<file path="config.mk">
export PLATFORM = sky130hd
export DESIGN_NAME = vrf_writeback_arbiter
export DESIGN_NICKNAME = d
export VERILOG_FILES = /design/src/rtl/vrf_writeback_arbiter.sv
export SDC_FILE = /design/constraint.sdc
export NUM_CORES = 1
export LEC_CHECK = 0
export ABC_AREA = 1
export CORE_AREA = 5 5 230 232
export CTS_BUF_LIST = sky130_fd_sc_hd__clkbuf_8
export CTS_CLUSTER_SIZE = 40
export DETAILED_ROUTE_END_ITERATION = 16
export DIE_AREA = 0 0 235 237
export PLACE_DENSITY = 0.47
export SETUP_SLACK_MARGIN = 0.1
export SLEW_MARGIN = 25
export SYNTH_ARGS = -nofsm -noshare
export SYNTH_HDL_FRONTEND = slang
export SYNTH_SLANG_ARGS = --single-unit
</file>
<file path="constraint.sdc">
create_clock -name i_clk -period 3.16 [get_ports i_clk]
set_clock_uncertainty 0.15 [all_clocks]
set_input_delay 0.474 -clock i_clk [delete_from_list [all_inputs] [get_ports i_clk]]
set_output_delay 0.474 -clock i_clk [all_outputs]
set_load 0.01 [all_outputs]
</file>
<file path="src/rtl/vrf_writeback_arbiter.sv">
// vrf_writeback_arbiter: round-robin arbiter that shares the single vector register file
// write port among NUM_REQ writeback sources, with one registered output stage.
// Optional outstanding-write scoreboard is built when VWB_SCOREBOARD_EN is defined;
// otherwise o_busy and o_rsv_err are tied to zero and no scoreboard state exists.
module vrf_writeback_arbiter #(
  parameter int unsigned NUM_REQ = 3,
  parameter int unsigned ADDR_W  = 5,
  parameter int unsigned LANES   = 4,
  parameter int unsigned LANE_W  = 32
) (
  input  logic                              i_clk,
  input  logic                              i_rst_n,
  input  logic [NUM_REQ-1:0]                i_req_valid,
  output logic [NUM_REQ-1:0]                o_req_ready,
  input  logic [NUM_REQ*ADDR_W-1:0]         i_req_addr,
  input  logic [NUM_REQ*LANES*LANE_W-1:0]   i_req_data,
  input  logic [NUM_REQ*LANES-1:0]          i_req_mask,
  output logic [ADDR_W-1:0]                 o_vrf_write_addr,
  output logic [LANES*LANE_W-1:0]           o_vrf_write_data,
  output logic [LANES-1:0]                  o_vrf_we,
  input  logic                              i_rsv_valid,
  input  logic [ADDR_W-1:0]                 i_rsv_addr,
  output logic [2**ADDR_W-1:0]              o_busy,
  output logic                              o_rsv_err
);

  localparam int unsigned PTR_W = $clog2(NUM_REQ);
  localparam int unsigned PAD   = 2**PTR_W;

  logic [PTR_W-1:0]        r_ptr;
  logic [ADDR_W-1:0]       r_addr;
  logic [LANES*LANE_W-1:0] r_data;
  logic [LANES-1:0]        r_we;

  logic [PAD-1:0]          w_valid_pad;
  logic [PTR_W:0]          w_cand;
  logic                    w_gnt_any;
  logic [PTR_W-1:0]        w_gnt_idx;
  logic [NUM_REQ-1:0]      w_gnt_oh;
  logic [PTR_W:0]          w_ptr_inc;
  logic [PTR_W-1:0]        w_ptr_nxt;
  logic [ADDR_W-1:0]       w_sel_addr;
  logic [LANES*LANE_W-1:0] w_sel_data;
  logic [LANES-1:0]        w_sel_mask;

  // Padding lets the wrapped candidate index a power-of-two vector without range issues.
  assign w_valid_pad = PAD'(i_req_valid);

  // Round-robin search starting at r_ptr, first valid requester wins; no grant while in reset.
  always_comb begin
    w_gnt_any = 1'b0;
    w_gnt_idx = '0;
    w_cand    = '0;
    for (int unsigned off = 0; off < NUM_REQ; off++) begin
      w_cand = {1'b0, r_ptr} + (PTR_W+1)'(off);
      if (w_cand >= (PTR_W+1)'(NUM_REQ)) begin
        w_cand = w_cand - (PTR_W+1)'(NUM_REQ);
      end
      if (!w_gnt_any && w_valid_pad[w_cand[PTR_W-1:0]]) begin
        w_gnt_any = 1'b1;
        w_gnt_idx = w_cand[PTR_W-1:0];
      end
    end
    w_gnt_any = w_gnt_any & i_rst_n;
  end

  // One-hot grant and pointer successor (grantee + 1, wrapping to 0).
  always_comb begin
    w_gnt_oh = '0;
    for (int unsigned i = 0; i < NUM_REQ; i++) begin
      w_gnt_oh[i] = w_gnt_any && (w_gnt_idx == PTR_W'(i));
    end
    w_ptr_inc = {1'b0, w_gnt_idx} + (PTR_W+1)'(1);
    w_ptr_nxt = (w_ptr_inc == (PTR_W+1)'(NUM_REQ)) ? '0 : w_ptr_inc[PTR_W-1:0];
  end

  assign o_req_ready = w_gnt_oh;

  // Select the grantee's address, write vector and lane mask.
  always_comb begin
    w_sel_addr = '0;
    w_sel_data = '0;
    w_sel_mask = '0;
    for (int unsigned i = 0; i < NUM_REQ; i++) begin
      if (w_gnt_oh[i]) begin
        w_sel_addr = i_req_addr[i*ADDR_W +: ADDR_W];
        w_sel_data = i_req_data[i*LANES*LANE_W +: LANES*LANE_W];
        w_sel_mask = i_req_mask[i*LANES +: LANES];
      end
    end
  end

  // Output stage: one-cycle write pulse per grant; address/data hold while idle.
  always_ff @(posedge i_clk or negedge i_rst_n) begin
    if (!i_rst_n) begin
      r_ptr  <= '0;
      r_addr <= '0;
      r_data <= '0;
      r_we   <= '0;
    end else if (w_gnt_any) begin
      r_ptr  <= w_ptr_nxt;
      r_addr <= w_sel_addr;
      r_data <= w_sel_data;
      r_we   <= w_sel_mask;
    end else begin
      r_we   <= '0;
    end
  end

  assign o_vrf_write_addr = r_addr;
  assign o_vrf_write_data = r_data;
  assign o_vrf_we         = r_we;

`ifdef VWB_SCOREBOARD_EN
  logic [2**ADDR_W-1:0] r_busy;
  logic [2**ADDR_W-1:0] w_busy_nxt;
  logic                 r_rsv_err;
  logic                 w_rsv_err_nxt;

  // Writeback (even mask 0) clears its register; a new reservation is applied last so it wins.
  always_comb begin
    w_busy_nxt = r_busy;
    if (w_gnt_any) begin
      w_busy_nxt[w_sel_addr] = 1'b0;
    end
    w_rsv_err_nxt = i_rsv_valid && r_busy[i_rsv_addr] &&
                    !(w_gnt_any && (w_sel_addr == i_rsv_addr));
    if (i_rsv_valid) begin
      w_busy_nxt[i_rsv_addr] = 1'b1;
    end
  end

  // Scoreboard state and single-cycle double-reservation flag.
  always_ff @(posedge i_clk or negedge i_rst_n) begin
    if (!i_rst_n) begin
      r_busy    <= '0;
      r_rsv_err <= 1'b0;
    end else begin
      r_busy    <= w_busy_nxt;
      r_rsv_err <= w_rsv_err_nxt;
    end
  end

  assign o_busy    = r_busy;
  assign o_rsv_err = r_rsv_err;
`else
  logic w_unused_rsv;

  assign w_unused_rsv = ^{i_rsv_valid, i_rsv_addr};
  assign o_busy       = '0;
  assign o_rsv_err    = 1'b0;
`endif

endmodule
</file>
==> report_table.html <==
<table>
<tr><th>Metric</th><th>Value</th></tr>
<tr><th colspan="2">Final layout</th></tr>
<tr><td>Final Net Count</td><td>1983</td></tr>
<tr><td>Synthesis-to-finish area growth</td><td>82.4%</td></tr>
<tr><td>Post-route cell area</td><td>15500 um^2</td></tr>
<tr><td>Final cell utilization of the core</td><td>0.304</td></tr>
<tr><td>Final instance count without filler cells</td><td>2251</td></tr>
<tr><td>Fraction of layout cells with a size suffix above 1</td><td>0.0892</td></tr>
<tr><td>Fillers</td><td>5362</td></tr>
<tr><th colspan="2">Global routing</th></tr>
<tr><td>Vias in the first global route</td><td>11300</td></tr>
<tr><td>Total gr overflow</td><td>0</td></tr>
<tr><td>Total track usage</td><td>0.167</td></tr>
<tr><td>Largest net degree at the start of global routing</td><td>140</td></tr>
<tr><td>Antenna violations before repair</td><td>2</td></tr>
<tr><td>Wire length of the first global-routing pass</td><td>72.4 mm</td></tr>
<tr><th colspan="2">STA</th></tr>
<tr><td>Unrepaired setup endpoints after global routing</td><td>yes</td></tr>
<tr><td>Fin. max-slew vios</td><td>0</td></tr>
<tr><td>Final Hold Fails</td><td>0</td></tr>
<tr><td>Normalized max-slew margin</td><td>0.356</td></tr>
<tr><td>Worst-margin pin slew</td><td>966 ps</td></tr>
<tr><td>Maximum clock frequency</td><td>326 MHz</td></tr>
<tr><td>Post-route fraction of the period consumed by the critical path</td><td>0.970</td></tr>
<tr><td>Crit path time final</td><td>3060 ps</td></tr>
<tr><td>Final sum of negative setup slack</td><td>0 ps</td></tr>
<tr><td>Final setup violation count</td><td>0</td></tr>
<tr><th colspan="2">Logic synthesis</th></tr>
<tr><td>Fraction of registers with async set/reset</td><td>1.00</td></tr>
<tr><td>Most frequent cell after synthesis</td><td>sky130_fd_sc_hd__nand4_1</td></tr>
<tr><td>Average instance area after synthesis</td><td>8.05 um^2</td></tr>
<tr><td>Area share of the largest cell type after synthesis</td><td>0.411</td></tr>
<tr><td>Main flop type after synthesis</td><td>sky130_fd_sc_hd__dfrtp_1</td></tr>
<tr><td>Synth Instances</td><td>1052</td></tr>
<tr><td>Largest area contributor in the synthesized netlist</td><td>sky130_fd_sc_hd__dfrtp_1</td></tr>
<tr><td>Proportion of synthesized chip area in sequential cells</td><td>0.411</td></tr>
<tr><td>Count of yosys warnings during synthesis</td><td>0</td></tr>
<tr><td>List of most frequent post-synthesis cells</td><td>404 x sky130_fd_sc_hd__nand4_1, 162 x sky130_fd_sc_hd__nand2_1, 149 x sky130_fd_sc_hd__nand3_1</td></tr>
<tr><td>Unique cell type count in the Yosys netlist</td><td>22</td></tr>
<tr><td>Synth top area cells</td><td>sky130_fd_sc_hd__dfrtp_1 41%, sky130_fd_sc_hd__nand4_1 30%, sky130_fd_sc_hd__nand3_1 8.8%</td></tr>
<tr><td>Number of enable-type register cells in the synthesized netlist</td><td>0</td></tr>
<tr><td>Total standard cell area after synthesis</td><td>8470 um^2</td></tr>
<tr><td>Seq cells post-synth</td><td>139</td></tr>
<tr><th colspan="2">Pwr</th></tr>
<tr><td>Logic gate share of total power</td><td>0.704</td></tr>
<tr><td>Leakage power figure</td><td>5.92 nW</td></tr>
<tr><td>Switching portion of total power</td><td>0.508</td></tr>
<tr><td>Share of power burned in registers</td><td>0.197</td></tr>
<tr><td>Net switching power</td><td>8.03 mW</td></tr>
<tr><td>Cell area power density</td><td>1020 nW/um^2</td></tr>
<tr><td>Maximum resistive drop on vdd</td><td>1040 uV</td></tr>
<tr><td>Internal power consumption</td><td>7.78 mW</td></tr>
<tr><td>Relative contribution of the clock network to total power</td><td>0.099</td></tr>
<tr><th colspan="2">Critical path</th></tr>
<tr><td>Cell with the largest stage delay on the worst path</td><td>sky130_fd_sc_hd__dfrtp_1</td></tr>
<tr><td>Startpoint kind of the worst setup timing path</td><td>register</td></tr>
<tr><td>Worst-path maximum fanout</td><td>7</td></tr>
<tr><td>Type of the setup path with the least slack</td><td>register to primary output</td></tr>
<tr><td>Largest stage delay on the critical path</td><td>410 ps</td></tr>
<tr><td>Data required time at the worst endpoint</td><td>2540 ps</td></tr>
<tr><td>Critical Path AT</td><td>2440 ps</td></tr>
<tr><td>Worst Setup End Kind</td><td>primary output</td></tr>
<tr><td>Cell breakdown of the critical path</td><td>inv_2 &gt; ha_4 &gt; inv_6 &gt; buf_4 &gt; o21ai_0 &gt; nand3_2 &gt; nand2_8 &gt; inv_4 &gt; nand2_2 &gt; nor3_1 &gt; buf_2</td></tr>
<tr><th colspan="2">Placed design</th></tr>
<tr><td>Inst Count DP</td><td>2198</td></tr>
<tr><td>Input/output buffers</td><td>555</td></tr>
<tr><td>DP HPWL</td><td>33.9 mm</td></tr>
<tr><td>Standard cell area after detailed placement</td><td>14700 um^2</td></tr>
<tr><td>Final GP Congestion</td><td>0.877</td></tr>
<tr><th colspan="2">Clocking</th></tr>
<tr><td>Clock-pin slew reported for the worst setup and hold paths after clock tree synthesis</td><td>90 ps</td></tr>
<tr><td>Root cell of the clock tree</td><td>sky130_fd_sc_hd__clkbuf_8</td></tr>
<tr><td>CTS tree</td><td>built</td></tr>
<tr><td>Clock net sink count</td><td>139</td></tr>
<tr><td>Insertion delay to the later sink of the worst-skew pair</td><td>540 ps</td></tr>
<tr><td>Worst-case clock buffer depth</td><td>2</td></tr>
<tr><td>Clock buffers created by TritonCTS</td><td>17</td></tr>
<tr><td>H-tree lvl count</td><td>4</td></tr>
<tr><th colspan="2">Floorplan</th></tr>
<tr><td>Floorplan die height</td><td>237 um</td></tr>
<tr><td>Core area</td><td>50800 um^2</td></tr>
<tr><td>Starting Density</td><td>0.167</td></tr>
<tr><td># rows</td><td>83</td></tr>
<tr><td>Number of primary I/O pins</td><td>595</td></tr>
<tr><td>Die outline area</td><td>55700 um^2</td></tr>
<tr><td>Die Wd</td><td>235 um</td></tr>
<tr><th colspan="2">Routing</th></tr>
<tr><td>Antenna-violating nets left</td><td>0</td></tr>
<tr><td>Detailed-router iteration count before antenna repair</td><td>6</td></tr>
<tr><td>Total routed wirelength</td><td>49.0 mm</td></tr>
<tr><td>Detailed-route wire length per cell</td><td>21.7 um</td></tr>
<tr><td>Residual DRC count</td><td>0</td></tr>
<tr><td>DR iter-0 viols</td><td>588</td></tr>
<tr><td>Number of vias in the routed layout</td><td>10900</td></tr>
<tr><td>Detail-routed via count per cell</td><td>4.84</td></tr>
<tr><th colspan="2">Worst hold path</th></tr>
<tr><td>Path class of the lowest-slack min-delay path</td><td>register to register</td></tr>
<tr><th colspan="2">Run</th></tr>
<tr><td>Number of max-cap violations</td><td>0</td></tr>
<tr><th colspan="2">Run status</th></tr>
<tr><td>Result of the run</td><td>completed</td></tr>
</table>
==> critical path: cells and delay by family (launching register included) <==
kind	cells	cell delay, ps
adder cells (fa/ha/maj)	1	320
AND/OR/NAND/NOR	4	440
AO/OA/AOI/OAI	1	240
buffers and inverters	5	470
flip-flops	1	410
==> repair_timing <==
action | 4_1_cts | 5_1_grt
hold endpoints to repair | 115 | 0
hold buffers | 1 | 0
gates cloned | 0 | 1
pin swaps | 17 | 12
setup endpoints to repair | 5 | 59
setup buffers | 12 | 7
gates resized for setup | 55 | 19
==> layout by cell type, fill, tap and decap left out, types with 2 or more instances in the layout <==
| cell type | n |
|---|---|
| sky130_fd_sc_hd__clkdlybuf4s50_1 | 551 |
| sky130_fd_sc_hd__nand4_1 | 404 |
| sky130_fd_sc_hd__nand2_1 | 149 |
| sky130_fd_sc_hd__nand3_1 | 141 |
| sky130_fd_sc_hd__dfrtp_1 | 138 |
| sky130_fd_sc_hd__buf_4 | 37 |
| sky130_fd_sc_hd__conb_1 | 33 |
| sky130_fd_sc_hd__clkbuf_8 | 20 |
| sky130_fd_sc_hd__buf_12 | 18 |
| sky130_fd_sc_hd__buf_6 | 11 |
| sky130_fd_sc_hd__nand2_4 | 8 |
| sky130_fd_sc_hd__inv_1 | 7 |
| sky130_fd_sc_hd__nand2_2 | 7 |
| sky130_fd_sc_hd__inv_2 | 5 |
| sky130_fd_sc_hd__nand3_2 | 5 |
| sky130_fd_sc_hd__nor2_4 | 5 |
| sky130_fd_sc_hd__nand3_4 | 3 |
| sky130_fd_sc_hd__clkinv_2 | 3 |
| sky130_fd_sc_hd__o21ai_0 | 2 |
| sky130_fd_sc_hd__inv_4 | 2 |
| sky130_fd_sc_hd__ha_4 | 2 |
| sky130_fd_sc_hd__bufinv_16 | 2 |
| sky130_fd_sc_hd__clkinvlp_4 | 2 |
==> routing by layer <==
| metal | part of all wire | global-route usage | vias to the layer above |
|---|---|---|---|
| met5 | 0.00027 | 0 | - |
| met4 | 0.028 | 0.0621 | 2 |
| met3 | 0.081 | 0.0526 | 57 |
| met2 | 0.48 | 0.272 | 539 |
| met1 | 0.41 | 0.208 | 5336 |
| li1 | - | - | 4961 |
==> final timing paths <==
path	depth (start not counted)	from	end	slack, ps
max in group asynchronous	3	i_rst_n	o_vrf_write_data[97]	1480
worst min-delay path	2	o_vrf_write_data[98]	o_vrf_write_data[98]	350
min in group asynchronous	3	i_rst_n	o_vrf_write_data[7]	620
worst min register to register	2	o_vrf_write_data[98]	o_vrf_write_data[98]	350
worst max register to register	13	r_ptr[0]	o_vrf_write_data[83]	230
worst max-delay path	11	r_ptr[0]	o_req_ready[0]	100
==> power groups by stage <==
stage | Sequential (mW) | Clock (mW) | Combinational [mW]
after global placement | 3.10 | 0 | 10.5
final | 3.11 | 1.57 | 11.1
after CTS | 3.12 | 1.67 | 10.9
after floorplan | 3.44 | 0 | 5.44
after global routing | 3.21 | 1.71 | 12.0
after detailed placement | 3.12 | 0 | 10.6
==> kinds of logic after synthesis <==
| logic type | count (synthesis) | share of synthesized area |
|---|---|---|
| flops | 139 | 0.411 |
| other cells | 1 | 0.000443 |
| fa+ha+maj | 3 | 0.00443 |
| buf+inv | 177 | 0.115 |
| simple gates | 727 | 0.467 |
| compound gates | 5 | 0.00310 |
==> registers in the layout, indices dropped and copies added, names as in the netlist <==
register	count
o_vrf_write_data	128
o_vrf_write_addr	5
o_vrf_we	4
r_ptr	2
==> metrics by stage <==
stage | hold WS [ps] | setup slack (ps) | power [mW]
5_1_grt | 322 | -32.2 | 17.0
3_5_place_dp | 337 | -178 | 13.7
6_report | 353 | 95.5 | 15.8
3_3_place_gp | 331 | -178 | 13.6
2_1_floorplan | 28.4 | 711 | 8.88
4_1_cts | 271 | 96.3 | 15.7
==> final cells by class <==
| cell class | instances | area [um^2] | area share |
|---|---|---|---|
| Tap cell | 680 | 851 | 0.0551 |
| Antenna cell | 1 | 2.50 | 0.000162 |
| Inverter | 11 | 51.3 | 0.00332 |
| Timing Repair Buffer | 621 | 6330 | 0.410 |
| Sequential cell | 139 | 3480 | 0.225 |
| Clock inverter | 11 | 105 | 0.00680 |
| Clock buffer | 20 | 275 | 0.0178 |
| Multi-Input combinational cell | 768 | 4360 | 0.282 |
(Power assumes the default switching activity.)
